<file path="config.mk">
export PLATFORM = sky130hd
export DESIGN_NAME = ex_stage_mc
export DESIGN_NICKNAME = d
export VERILOG_FILES = /design/src/rtl/ex_stage_mc_pkg.sv /design/src/rtl/ex_stage_mc_mdu_iter.sv /design/src/rtl/ex_stage_mc.sv
export SDC_FILE = /design/constraint.sdc
export NUM_CORES = 1
export LEC_CHECK = 0
export ABC_AREA = 1
export CELL_PAD_IN_SITES_DETAIL_PLACEMENT = 0
export CELL_PAD_IN_SITES_GLOBAL_PLACEMENT = 2
export CORE_MARGIN = 1.5
export CORE_UTILIZATION = 29
export CTS_BUF_LIST = sky130_fd_sc_hd__clkbuf_4 sky130_fd_sc_hd__clkbuf_8
export DETAILED_ROUTE_END_ITERATION = 8
export PLACE_DENSITY_LB_ADDON = 0.1
export SETUP_SLACK_MARGIN = 0.02
export SLEW_MARGIN = 5
export SYNTH_ARGS = -nofsm -noshare
export SYNTH_HDL_FRONTEND = slang
export SYNTH_SLANG_ARGS = --single-unit
</file>
<file path="constraint.sdc">
create_clock -name clk -period 8.31 [get_ports clk]
set_input_delay 2.493 -clock clk [delete_from_list [all_inputs] [get_ports clk]]
set_output_delay 2.493 -clock clk [all_outputs]
set_load 0.01 [all_outputs]
</file>
<file path="src/rtl/ex_stage_mc_pkg.sv">
// ex_stage_mc_pkg: shared types for the MINA execute stage
// Contents: alu_op_e, op_sel_e, fw_sel_e, mem_op_e, mdu_state_e,
//           ex_params_t / mem_params_t (sized by XLEN / RADDR_W),
//           is_iter() which tells whether an op runs on the multi-cycle unit.
// Config:   EX_STAGE_DIV_EN selects whether DIV/DIVU/REM/REMU are iterative.
package ex_stage_mc_pkg;
    localparam int XLEN    = 32;
    localparam int RADDR_W = 5;

    typedef enum logic [4:0] {
        ALU_ADD, ALU_SUB, ALU_AND, ALU_OR, ALU_XOR, ALU_SLL, ALU_SRL, ALU_SRA,
        ALU_SLT, ALU_SLTU, ALU_MUL, ALU_MULH, ALU_MULHU, ALU_DIV, ALU_DIVU,
        ALU_REM, ALU_REMU
    } alu_op_e;

    typedef enum logic [1:0] {SEL_IA4, SEL_IMM, SEL_REG} op_sel_e;
    typedef enum logic [1:0] {FW_NONE, FW_EX_MEM, FW_MEM_WB} fw_sel_e;
    typedef enum logic [1:0] {MEM_OP_NONE, MEM_OP_LOAD, MEM_OP_STORE} mem_op_e;
    typedef enum logic [1:0] {MDU_IDLE, MDU_BUSY, MDU_DONE} mdu_state_e;

    typedef struct packed {
        alu_op_e             alu_op;
        op_sel_e             a_sel;
        op_sel_e             b_sel;
        logic [XLEN-1:0]     ra_data;
        logic [XLEN-1:0]     rb_data;
        logic [XLEN-1:0]     imm;
        logic [XLEN-1:0]     ia_plus_4;
        logic [RADDR_W-1:0]  rd_addr;
        mem_op_e             mem_op;
    } ex_params_t;

    typedef struct packed {
        logic [RADDR_W-1:0]  rd_addr;
        logic [XLEN-1:0]     rd_data;
        mem_op_e             mem_op;
        logic [XLEN-1:0]     mem_data;
    } mem_params_t;

    function automatic logic is_iter(alu_op_e op);
`ifdef EX_STAGE_DIV_EN
        return op inside {ALU_MUL, ALU_MULH, ALU_MULHU, ALU_DIV, ALU_DIVU, ALU_REM, ALU_REMU};
`else
        return op inside {ALU_MUL, ALU_MULH, ALU_MULHU};
`endif
    endfunction
endpackage

</file>
<file path="src/rtl/ex_stage_mc_mdu_iter.sv">
// ex_stage_mc_mdu_iter: iterative radix-2 multiplier / restoring divider
// Ports: clk, rst (sync, active-high); start (accepted only in IDLE), flush (abort to IDLE);
//        op, a, b operands sampled on accept; busy (BUSY state), done (DONE state, one cycle);
//        result valid while done.
// Config: EX_STAGE_DIV_EN includes the divider datapath; without it only multiplies run here.
module ex_stage_mc_mdu_iter #(
    parameter int XLEN = 32
) (
    input  logic                     clk,
    input  logic                     rst,
    input  logic                     start,
    input  logic                     flush,
    input  ex_stage_mc_pkg::alu_op_e op,
    input  logic [XLEN-1:0]          a,
    input  logic [XLEN-1:0]          b,
    output logic                     busy,
    output logic                     done,
    output logic [XLEN-1:0]          result
);
    import ex_stage_mc_pkg::*;
    localparam int CW = $clog2(XLEN);

    mdu_state_e state_q, state_d;
    logic [CW-1:0] cnt_q, cnt_d;
    alu_op_e op_q, op_d;
    // mcand: multiplicand or divisor magnitude; shreg: multiplier/product-low or dividend/quotient;
    // acc: product-high or partial remainder
    logic [XLEN-1:0] mcand_q, mcand_d, shreg_q, shreg_d, acc_q, acc_d;
    logic neg_q, neg_d;
    logic signed_in, sa, sb, div_in, div_op, last;
    logic [XLEN-1:0] abs_a, abs_b;
    logic [XLEN:0] mul_sum;
    logic [2*XLEN-1:0] prod_s;
`ifdef EX_STAGE_DIV_EN
    logic div0_q, div0_d, div_ge;
    logic [XLEN:0] div_sh;
    logic [XLEN-1:0] div_rem, quo, rem;
`endif

    always_comb begin
        signed_in = op inside {ALU_MULH, ALU_DIV, ALU_REM};
        sa = signed_in && a[XLEN-1];
        sb = signed_in && b[XLEN-1];
        abs_a = sa ? -a : a;
        abs_b = sb ? -b : b;
        mul_sum = {1'b0, acc_q} + (shreg_q[0] ? {1'b0, mcand_q} : '0);
        last = cnt_q == CW'(XLEN - 1);
        prod_s = neg_q ? -{acc_q, shreg_q} : {acc_q, shreg_q};
`ifdef EX_STAGE_DIV_EN
        div_in = op inside {ALU_DIV, ALU_DIVU, ALU_REM, ALU_REMU};
        div_op = op_q inside {ALU_DIV, ALU_DIVU, ALU_REM, ALU_REMU};
        div_sh = {acc_q, shreg_q[XLEN-1]};
        div_ge = div_sh >= {1'b0, mcand_q};
        div_rem = div_ge ? XLEN'(div_sh - {1'b0, mcand_q}) : div_sh[XLEN-1:0];
        // a zero divisor naturally leaves the dividend as remainder; only the quotient needs forcing
        quo = div0_q ? '1 : neg_q ? -shreg_q : shreg_q;
        rem = neg_q ? -acc_q : acc_q;
        result = op_q == ALU_MUL ? prod_s[XLEN-1:0] :
                 op_q inside {ALU_MULH, ALU_MULHU} ? prod_s[2*XLEN-1:XLEN] :
                 op_q inside {ALU_DIV, ALU_DIVU} ? quo : rem;
        div0_d = div0_q;
`else
        div_in = 1'b0;
        div_op = 1'b0;
        result = op_q == ALU_MUL ? prod_s[XLEN-1:0] : prod_s[2*XLEN-1:XLEN];
`endif
        state_d = state_q;
        cnt_d = cnt_q;
        op_d = op_q;
        mcand_d = mcand_q;
        shreg_d = shreg_q;
        acc_d = acc_q;
        neg_d = neg_q;
        case (state_q)
            MDU_IDLE: if (start) begin
                state_d = MDU_BUSY;
                cnt_d = '0;
                op_d = op;
                mcand_d = div_in ? abs_b : abs_a;
                shreg_d = div_in ? abs_a : abs_b;
                acc_d = '0;
                // REM takes the dividend's sign; MULH/DIV take the product of signs
                neg_d = op == ALU_REM ? sa : sa ^ sb;
`ifdef EX_STAGE_DIV_EN
                div0_d = b == '0;
`endif
            end
            MDU_BUSY: begin
                cnt_d = cnt_q + 1'b1;
                state_d = last ? MDU_DONE : MDU_BUSY;
`ifdef EX_STAGE_DIV_EN
                acc_d = div_op ? div_rem : mul_sum[XLEN:1];
                shreg_d = div_op ? {shreg_q[XLEN-2:0], div_ge} : {mul_sum[0], shreg_q[XLEN-1:1]};
`else
                acc_d = div_op ? acc_q : mul_sum[XLEN:1];
                shreg_d = {mul_sum[0], shreg_q[XLEN-1:1]};
`endif
            end
            default: state_d = MDU_IDLE;
        endcase
        if (flush) begin
            state_d = MDU_IDLE;
            cnt_d = '0;
        end
    end

    always_ff @(posedge clk) begin
        if (rst) begin
            state_q <= MDU_IDLE;
            cnt_q <= '0;
            op_q <= ALU_ADD;
            mcand_q <= '0;
            shreg_q <= '0;
            acc_q <= '0;
            neg_q <= 1'b0;
`ifdef EX_STAGE_DIV_EN
            div0_q <= 1'b0;
`endif
        end else begin
            state_q <= state_d;
            cnt_q <= cnt_d;
            op_q <= op_d;
            mcand_q <= mcand_d;
            shreg_q <= shreg_d;
            acc_q <= acc_d;
            neg_q <= neg_d;
`ifdef EX_STAGE_DIV_EN
            div0_q <= div0_d;
`endif
        end
    end

    assign busy = state_q == MDU_BUSY;
    assign done = state_q == MDU_DONE;
endmodule

</file>
<file path="src/rtl/ex_stage_mc.sv">
// ex_stage_mc: MINA execute stage with single-cycle ALU and iterative multiply/divide
// Ports: clk, rst (sync, active-high); in_valid + ex_params from ID/EX; ra_sel/rb_sel with
//        rd_data_ex_mem / rd_data_mem_wb forwarding; flush kills the EX instruction;
//        stall holds IF/ID/ID-EX; out_valid + mem_params feed EX/MEM (zero when not valid).
// Config: EX_STAGE_DIV_EN enables the divider; otherwise DIV/DIVU/REM/REMU return 0 in one cycle.
// XLEN/RADDR_W must match the package constants that size the parameter structs.
module ex_stage_mc #(
    parameter int XLEN    = 32,
    parameter int RADDR_W = 5
) (
    input  logic                         clk,
    input  logic                         rst,
    input  logic                         in_valid,
    input  ex_stage_mc_pkg::ex_params_t  ex_params,
    input  ex_stage_mc_pkg::fw_sel_e     ra_sel,
    input  ex_stage_mc_pkg::fw_sel_e     rb_sel,
    input  logic [XLEN-1:0]              rd_data_ex_mem,
    input  logic [XLEN-1:0]              rd_data_mem_wb,
    input  logic                         flush,
    output logic                         stall,
    output logic                         out_valid,
    output ex_stage_mc_pkg::mem_params_t mem_params
);
    import ex_stage_mc_pkg::*;
    localparam int SW = $clog2(XLEN);

    logic [XLEN-1:0] ra_fw, rb_fw, op_a, op_b, alu_res, mdu_res;
    logic [SW-1:0] shamt;
    logic iter, start, busy, done, idle;
    logic [RADDR_W-1:0] rd_addr_q, rd_addr_d;

    always_comb begin
        ra_fw = ra_sel == FW_EX_MEM ? rd_data_ex_mem : ra_sel == FW_MEM_WB ? rd_data_mem_wb : ex_params.ra_data;
        rb_fw = rb_sel == FW_EX_MEM ? rd_data_ex_mem : rb_sel == FW_MEM_WB ? rd_data_mem_wb : ex_params.rb_data;
        op_a = ex_params.a_sel == SEL_IA4 ? ex_params.ia_plus_4 : ex_params.a_sel == SEL_IMM ? ex_params.imm : ra_fw;
        op_b = ex_params.b_sel == SEL_IA4 ? ex_params.ia_plus_4 : ex_params.b_sel == SEL_IMM ? ex_params.imm : rb_fw;
        shamt = op_b[SW-1:0];
        case (ex_params.alu_op)
            ALU_ADD:  alu_res = op_a + op_b;
            ALU_SUB:  alu_res = op_a - op_b;
            ALU_AND:  alu_res = op_a & op_b;
            ALU_OR:   alu_res = op_a | op_b;
            ALU_XOR:  alu_res = op_a ^ op_b;
            ALU_SLL:  alu_res = op_a << shamt;
            ALU_SRL:  alu_res = op_a >> shamt;
            ALU_SRA:  alu_res = $signed(op_a) >>> shamt;
            ALU_SLT:  alu_res = XLEN'($signed(op_a) < $signed(op_b));
            ALU_SLTU: alu_res = XLEN'(op_a < op_b);
            default:  alu_res = '0;
        endcase
        iter = is_iter(ex_params.alu_op);
        start = in_valid && iter && !flush;
        idle = !busy && !done;
        stall = busy || (idle && start);
        rd_addr_d = idle && start ? ex_params.rd_addr : rd_addr_q;
        // DONE presents the iterative result; the still-held ID/EX copy of that op is ignored
        out_valid = !flush && (done || (idle && in_valid && !iter));
        mem_params = '0;
        if (out_valid && done) begin
            mem_params.rd_addr = rd_addr_q;
            mem_params.rd_data = mdu_res;
        end else if (out_valid) begin
            mem_params.rd_addr = ex_params.rd_addr;
            mem_params.rd_data = ex_params.mem_op != MEM_OP_NONE ? op_a + op_b : alu_res;
            mem_params.mem_op = ex_params.mem_op;
            mem_params.mem_data = rb_fw;
        end
    end

    always_ff @(posedge clk) begin
        if (rst) rd_addr_q <= '0;
        else rd_addr_q <= rd_addr_d;
    end

    ex_stage_mc_mdu_iter #(.XLEN(XLEN)) u_mdu (
        .clk    (clk),
        .rst    (rst),
        .start  (start),
        .flush  (flush),
        .op     (ex_params.alu_op),
        .a      (op_a),
        .b      (op_b),
        .busy   (busy),
        .done   (done),
        .result (mdu_res)
    );
endmodule

</file>
Yosys cells after proc, flatten, opt, wreduce, memory -nomap -nowiden
Index checks and enable logic that the tools add are counted.
- bits in registers: 114
- input port bits: 216
- output and inout bits: 73
- logic and storage cells: 104
- $add $sub $neg: 7
- magnitude comparators: 2
- eq/ne operators: 25
- shift operators: 3
- multiplexer cells: 28
- bitwise logic cells: 4
- reduce and logical (&&, ||, !) cells: 27
- operator list (kind ; count):
    32-bit two-way mux ; 15
    32-bit case mux with 10 select lines ; 1
    32-bit case mux with 2 select lines ; 2
    71-bit two-way mux ; 1
    32-bit < comparator ; 2
    64-bit two-way mux ; 1
    32-bit negation ; 2
    64-bit negation ; 1
    5-bit by 4-bit equality test with 1-bit output (second input constant) ; 8
    37-bit two-way mux ; 1
    34-bit two-way mux ; 1
    32-bit by 33-bit adder with 33-bit output ; 1
    32-bit adder ; 1
    32-bit AND ; 1
    32-bit bitwise OR ; 1
    32-bit by 5-bit << shifter with 32-bit output ; 1
    32-bit by 5-bit >> shifter with 32-bit output ; 1
    32-bit by 5-bit >>> shifter with 32-bit output ; 1
    32-bit subtractor ; 1
    32-bit bitwise XOR ; 1
    5-bit by 3-bit equality test with 1-bit output (second input constant) ; 4
    2-bit by 1-bit equality test with 1-bit output (second input constant) ; 5
    5-bit by 2-bit equality test with 1-bit output (second input constant) ; 2
    1-bit logical AND ; 10
    19 further kinds ; 31

Logic depth before layout (Yosys ltp)
- depth in word-level cells: 10
- gate-level depth with buffers: 32
- mapped depth without buffers: 30

Hierarchy
Synthesis repeated with hierarchy kept, for this count alone.
- cell total of the unflattened synthesis: 4933
- area, all modules: 24992.7 um^2
- modules (own cells, without submodules) (module ; instances ; cells an instance ; area each (um^2) ; seq. area each (um^2)):
    ex_stage_mc ; 1 ; 2840 ; 13788.2 ; 100.1
    ex_stage_mc_mdu_iter ; 1 ; 2093 ; 11204.5 ; 2182.1

Worst setup path after synthesis
OpenSTA, ideal clock, no wires.
- path kind: in2out
- start point: in ex_params[135] (netlist name)
- end point: out mem_params[60] (netlist name)
- arrival: 5.613 ns
- data required time: 5.817 ns
- path slack: 0.204 ns
- cell stages on the path: 25
- buffers on the path: 5
- cells stage by stage: buf_2 > or2_4 > buf_4 > o21ai_0 > inv_1 > nand2_2 > inv_1 > buf_2 > buf_1 > ha_1 > clkbuf_1 > nor2_1 > nand2_1 > o21ai_0 > inv_1 > o21ai_0 > nand3_1 > nand3_1 > nand2_1 > nand3_1 > nand3_1 > nor2_1 > nand3_1 > nand2_1 > nand2_1
- RTL lines (item ; RTL line ; text):
    from (decl) ; ex_stage_mc.sv:14 ; input ex_stage_mc_pkg::ex_params_t ex_params,
    to (decl) ; ex_stage_mc.sv:22 ; output ex_stage_mc_pkg::mem_params_t mem_params

==> results.md <==
Die:
- The area of the placeable core is 0.0824 sq mm.
- 289 I/O pins were placed.
- The die covers 0.0853 sq mm.
- The chip height is 292 um.
- In this run the core area contains 105 standard-cell rows.
- The width of the die is 292 um.
- For this configuration, the core starts out at a cell density of 29.4%.

Logic synthesis:
- For this run, the leading register cell type out of synthesis is dfxtp_1.
- The number of different library cells used by synthesis comes to 68.
- When the netlist entered floorplanning its net count stood at 4,952.
- After synthesis the netlist holds a flip-flop and latch count of 114.
- Synthesis produced 4,596 cells.
- Summing every instance area after synthesis gives 0.0242 sq mm.
- The proportion of synthesized flip-flops having asynchronous set or reset is 0%.
- In this run, synthesis inferred 0 flip-flops with an integrated enable.
- The total of warnings raised by yosys is 0.
- The sequential-to-total area share from yosys stat is 9.42%.
- The mean cell area of the mapped netlist is 5.27 sq um.

Min path:
- The path with the worst hold slack has its endpoint at rd_addr_q[3].
- In this run the worst hold path is classified as flop to flop.
- Along the worst hold path, the cell count comes to 2.
- In this run the most critical hold path is launched from rd_addr_q[3].

Detailed routing:
- The mean number of vias per cell is 5.35.
- For this run, design rule violations remaining after detail routing come to 0.
- The overall via count from detail_route is 36,800.
- Before antenna repair, the detailed router went through 7 iterations.
- The count of nets left with antenna violations once routing finished came out at 0.
- Dividing the detail-routed wire length by the instance count gives 25.1 um.
- The number of design-rule violations left by the first detailed-router iteration is 3,604.
- The sum of routed wire length over all layers is 173 mm.

Setup path:
- The worst setup path category is input port to output port.
- Along the worst path, the maximum fanout reaches 6.
- In this run the register-to-register setup slack is 4.76 ns.
- The type of element launching the critical path is an input port.
- The data required time at the worst endpoint is 5.82 ns.
- The beginning of the worst register-to-register path is u_mdu.shreg_q[0].
- The number of cells on the worst reg-to-reg path is 13.
- For the worst setup path, the data arrival time is 6.00 ns.
- The worst setup path is captured at an output port.
- The launch point of the worst path is ra_sel[0].
- The maximum single-stage delay on the critical path is 0.23 ns.
- The most numerous cell type found on the critical path is buf_6.
- The capture instance of the worst register-to-register path is u_mdu.acc_q[23].
- The slowest cell on the critical path is xor2_2.

Placement:
- The HPWL after detailed placement is 143 mm.
- At the end of routability-driven placement, the weighted congestion stood at 1.04.
- The number of buffer cells added on primary ports is 288.
- The placed cell area is 0.0345 sq mm.

Timing:
- Setup violations remaining at the end of the flow were counted as 13.
- After layout, the worst setup slack is -0.180 ns.
- The number of pins exceeding their max-slew limit in the final report is 0.
- The final number of hold-violating endpoints was 0.
- Based on the critical path, the design can be clocked at up to 118 MHz.
- For the pin with the worst max-slew slack, the measured transition is 0.938 ns.
- Setup repair after global routing could not meet its margin everywhere.
- The final critical delay including setup and external delays is 8.49 ns.
- Final hold analysis gives a worst-case slack of 0.456 ns.
- The worst slew margin relative to its limit is 37.5%.
- The clock skew is 0.0199 ns.
- The period utilization is 102%.

Power:
- The clock network burns 11.1% of the power.
- IR analysis of the VDD net gives a maximum drop of 0.000105 V.
- The switching share of power is 49.8%.
- The ratio of total power to cell area is 126 mW/mm^2.
- Combinational cells account for 78.0% of the total power.
- Of the total power, registers draw 10.9%.
- The internal power consumption is 0.00258 W.
- Summed over all nets, the switching power comes to 0.00255 W.
- Total power for the finished layout comes to 0.00513 W.
- Summed over all cells, the static leakage comes to 20.0 nW.

Clocking:
- CTS saw 114 sinks.
- No sink is reached through more buffers than the 2 on the longest clock path.
- The cell sitting at the root of the clock tree is a clkbuf_8.
- For the worst-skew pair, the clock arrives at the later sink with an insertion delay of 0.49 ns.
- The clock-pin slew on the worst setup and hold paths is 0.10 ns.
- TritonCTS built the clock tree.
- The clock buffer count from CTS is 17.
- The level count of the clock H-tree is 4.

Flow run:
- The tool flagged a number of max-cap violations equal to 0.

Status:
- The run finished, with violations left.
- The checks that failed: setup timing.

Final layout:
- The count of fill cells added during filler insertion is 8,750.
- The net count of the finished layout is 6,149.
- The area overhead of the layout relative to synthesis is 68.3%.
- The final instance area is 0.0408 sq mm.
- The fraction of layout instances using a drive strength above 1 is 34.4%.
- The utilization after layout is 49.5%.

GRT:
- For this run the aggregate overflow at the end of global routing stands at 0.
- Entering global routing, the biggest net connects 66 pins.
- Global routing consumed, over all layers together, 38.9% of the routing resources.
- The initial antenna violation count is 3.
- The number of global-route vias before repair is 34,900.
- The first-pass GRT wire length is 242 mm.
[cell families (layout without fill, tap and decap cells)]
group	count (synthesis)	after routing	synth area share, %
other cells	0	1	0
simple gates	2595	2598	46.5
xor+xnor	50	50	1.81
mux	1	1	0.0413
compound gates	885	885	21.1
fa+ha+maj	140	140	7.32
flops	114	114	9.42
buf+inv	811	2018	13.8
[layout make-up]
cell class                      count  area, sq um  area share, %
Clock buffer                       17          234          0.574
Inverter                          606         2390           5.86
Sequential cell                   114         2280           5.60
Tap cell                         1070         1340           3.28
Timing Repair Buffer             1380        12200           29.9
Multi-Input combinational cell   3674        22200           54.4
Clock inverter                     15          161          0.396
Antenna cell                        1         2.50        0.00614
[power by group through the flow]
stage                     clock [W]  sequential [W]  combinational [W]
final                      0.000571        0.000558            0.00400
after floorplan                   0        0.000568            0.00128
after global routing       0.000602        0.000558            0.00419
after CTS                  0.000579        0.000557            0.00353
after detailed placement          0        0.000570            0.00302
after global placement            0        0.000570            0.00303
[synth_stat cells, types with 7 or more instances]
cell         n  area (sq um)
a21boi_0     7          52.6
a21oi_1    308          1540
a21oi_4     13           211
a221oi_1     7          61.3
a31oi_1     29           181
buf_1       19          71.3
buf_2       51           255
buf_4       14           105
buf_6       20           225
clkbuf_1    99           372
dfxtp_1    114          2280
ha_1       137          1710
inv_1      571          2140
inv_2       28           105
nand2_1   1359          5100
nand2_2     27           169
nand3_1    592          2960
nand3_2     12           120
nand4_1     57           357
nor2_1     371          1390
nor2_2      21           131
nor2_4      10           113
nor3_1      76           380
nor3_2       7          70.1
nor4_1      21           131
o211ai_1    18           135
o21a_1      29           218
o21ai_0    294          1470
o21ai_1     57           285
o21ai_2     11          96.3
o21bai_1    21           158
o221ai_1    11          96.3
o22ai_1     42           263
o31ai_1      8          60.1
or2_2       15          93.8
xor2_1      46           403
[routing by layer]
metal	vias up	share of wire (%)	routed length, um	track usage, %
met4	0	5.6	9710	17.1
met3	286	7.7	13400	6.87
met5	-	0	0	0
met2	1691	43	74300	60.7
li1	17500	-	-	-
met1	17300	44	75400	52.0
[cells in the final DEF, fill, tap and decap left out, types with 32 or more instances in the layout]
master and n:
ha_1 75, buf_4 926, o21ai_1 87, xor2_1 35, a21oi_1 240, ha_4 39, nand2_1 1177, inv_2 87
o21ai_2 43, dfxtp_1 113, nand2_2 145, nand3_2 72, dlygate4sd2_1 32, nor2_1 297, inv_1 481, nor2_4 51
o22ai_1 41, buf_6 130, nor2_2 54, nand2_4 66, buf_12 48, nand4_1 57, nor3_1 61, clkdlybuf4s50_1 208
o21ai_0 217, a21oi_4 40, nand3_1 512, a21oi_2 47
[worst max-delay path by stage]
stage / slack (ns) / to / depth (start not counted)
6_report: -0.18 / mem_params[51] / 31
5_1_grt: -0.27 / mem_params[51] / 29
3_5_place_dp: -1.41 / mem_params[43] / 22
4_1_cts: -0.40 / mem_params[43] / 25
3_3_place_gp: -1.42 / mem_params[51] / 26
2_1_floorplan: 0.20 / mem_params[60] / 25
[sequential cells by signal (all words and copies together), names as in the netlist]
name / flops
rd_addr_q: 5
u_mdu.acc_q: 32
u_mdu.cnt_q: 5
u_mdu.mcand_q: 32
u_mdu.neg_q: 1
u_mdu.op_q: 5
u_mdu.shreg_q: 32
u_mdu.state_q: 2
[worst max-delay path, delay by kind of cell]
kind,cells,cell delay [ns]
fa+ha+maj,1,0.21
simple gates,11,0.92
buf+inv,15,1.63
compound gates,3,0.49
xor+xnor,1,0.23
[repair_timing]
item,4_1_cts,5_1_grt
resized for setup,872,483
setup buffers,125,88
setup endpoints to repair,32,32
hold buffers,0,0
pin swaps,201,266
gates cloned,7,2
[stage by stage]
stage	std cells	TNS [ns]	setup slack, ns
6_report	6877	-0.921	-0.180
5_1_grt	6877	-3.48	-0.273
4_1_cts	6794	-1.53	-0.401
3_5_place_dp	6635	-38.01	-1.41
3_3_place_gp	6635	-37.20	-1.42
2_1_floorplan	4596	0	0.204
Note: power is estimated with default switching activity, not from simulation.
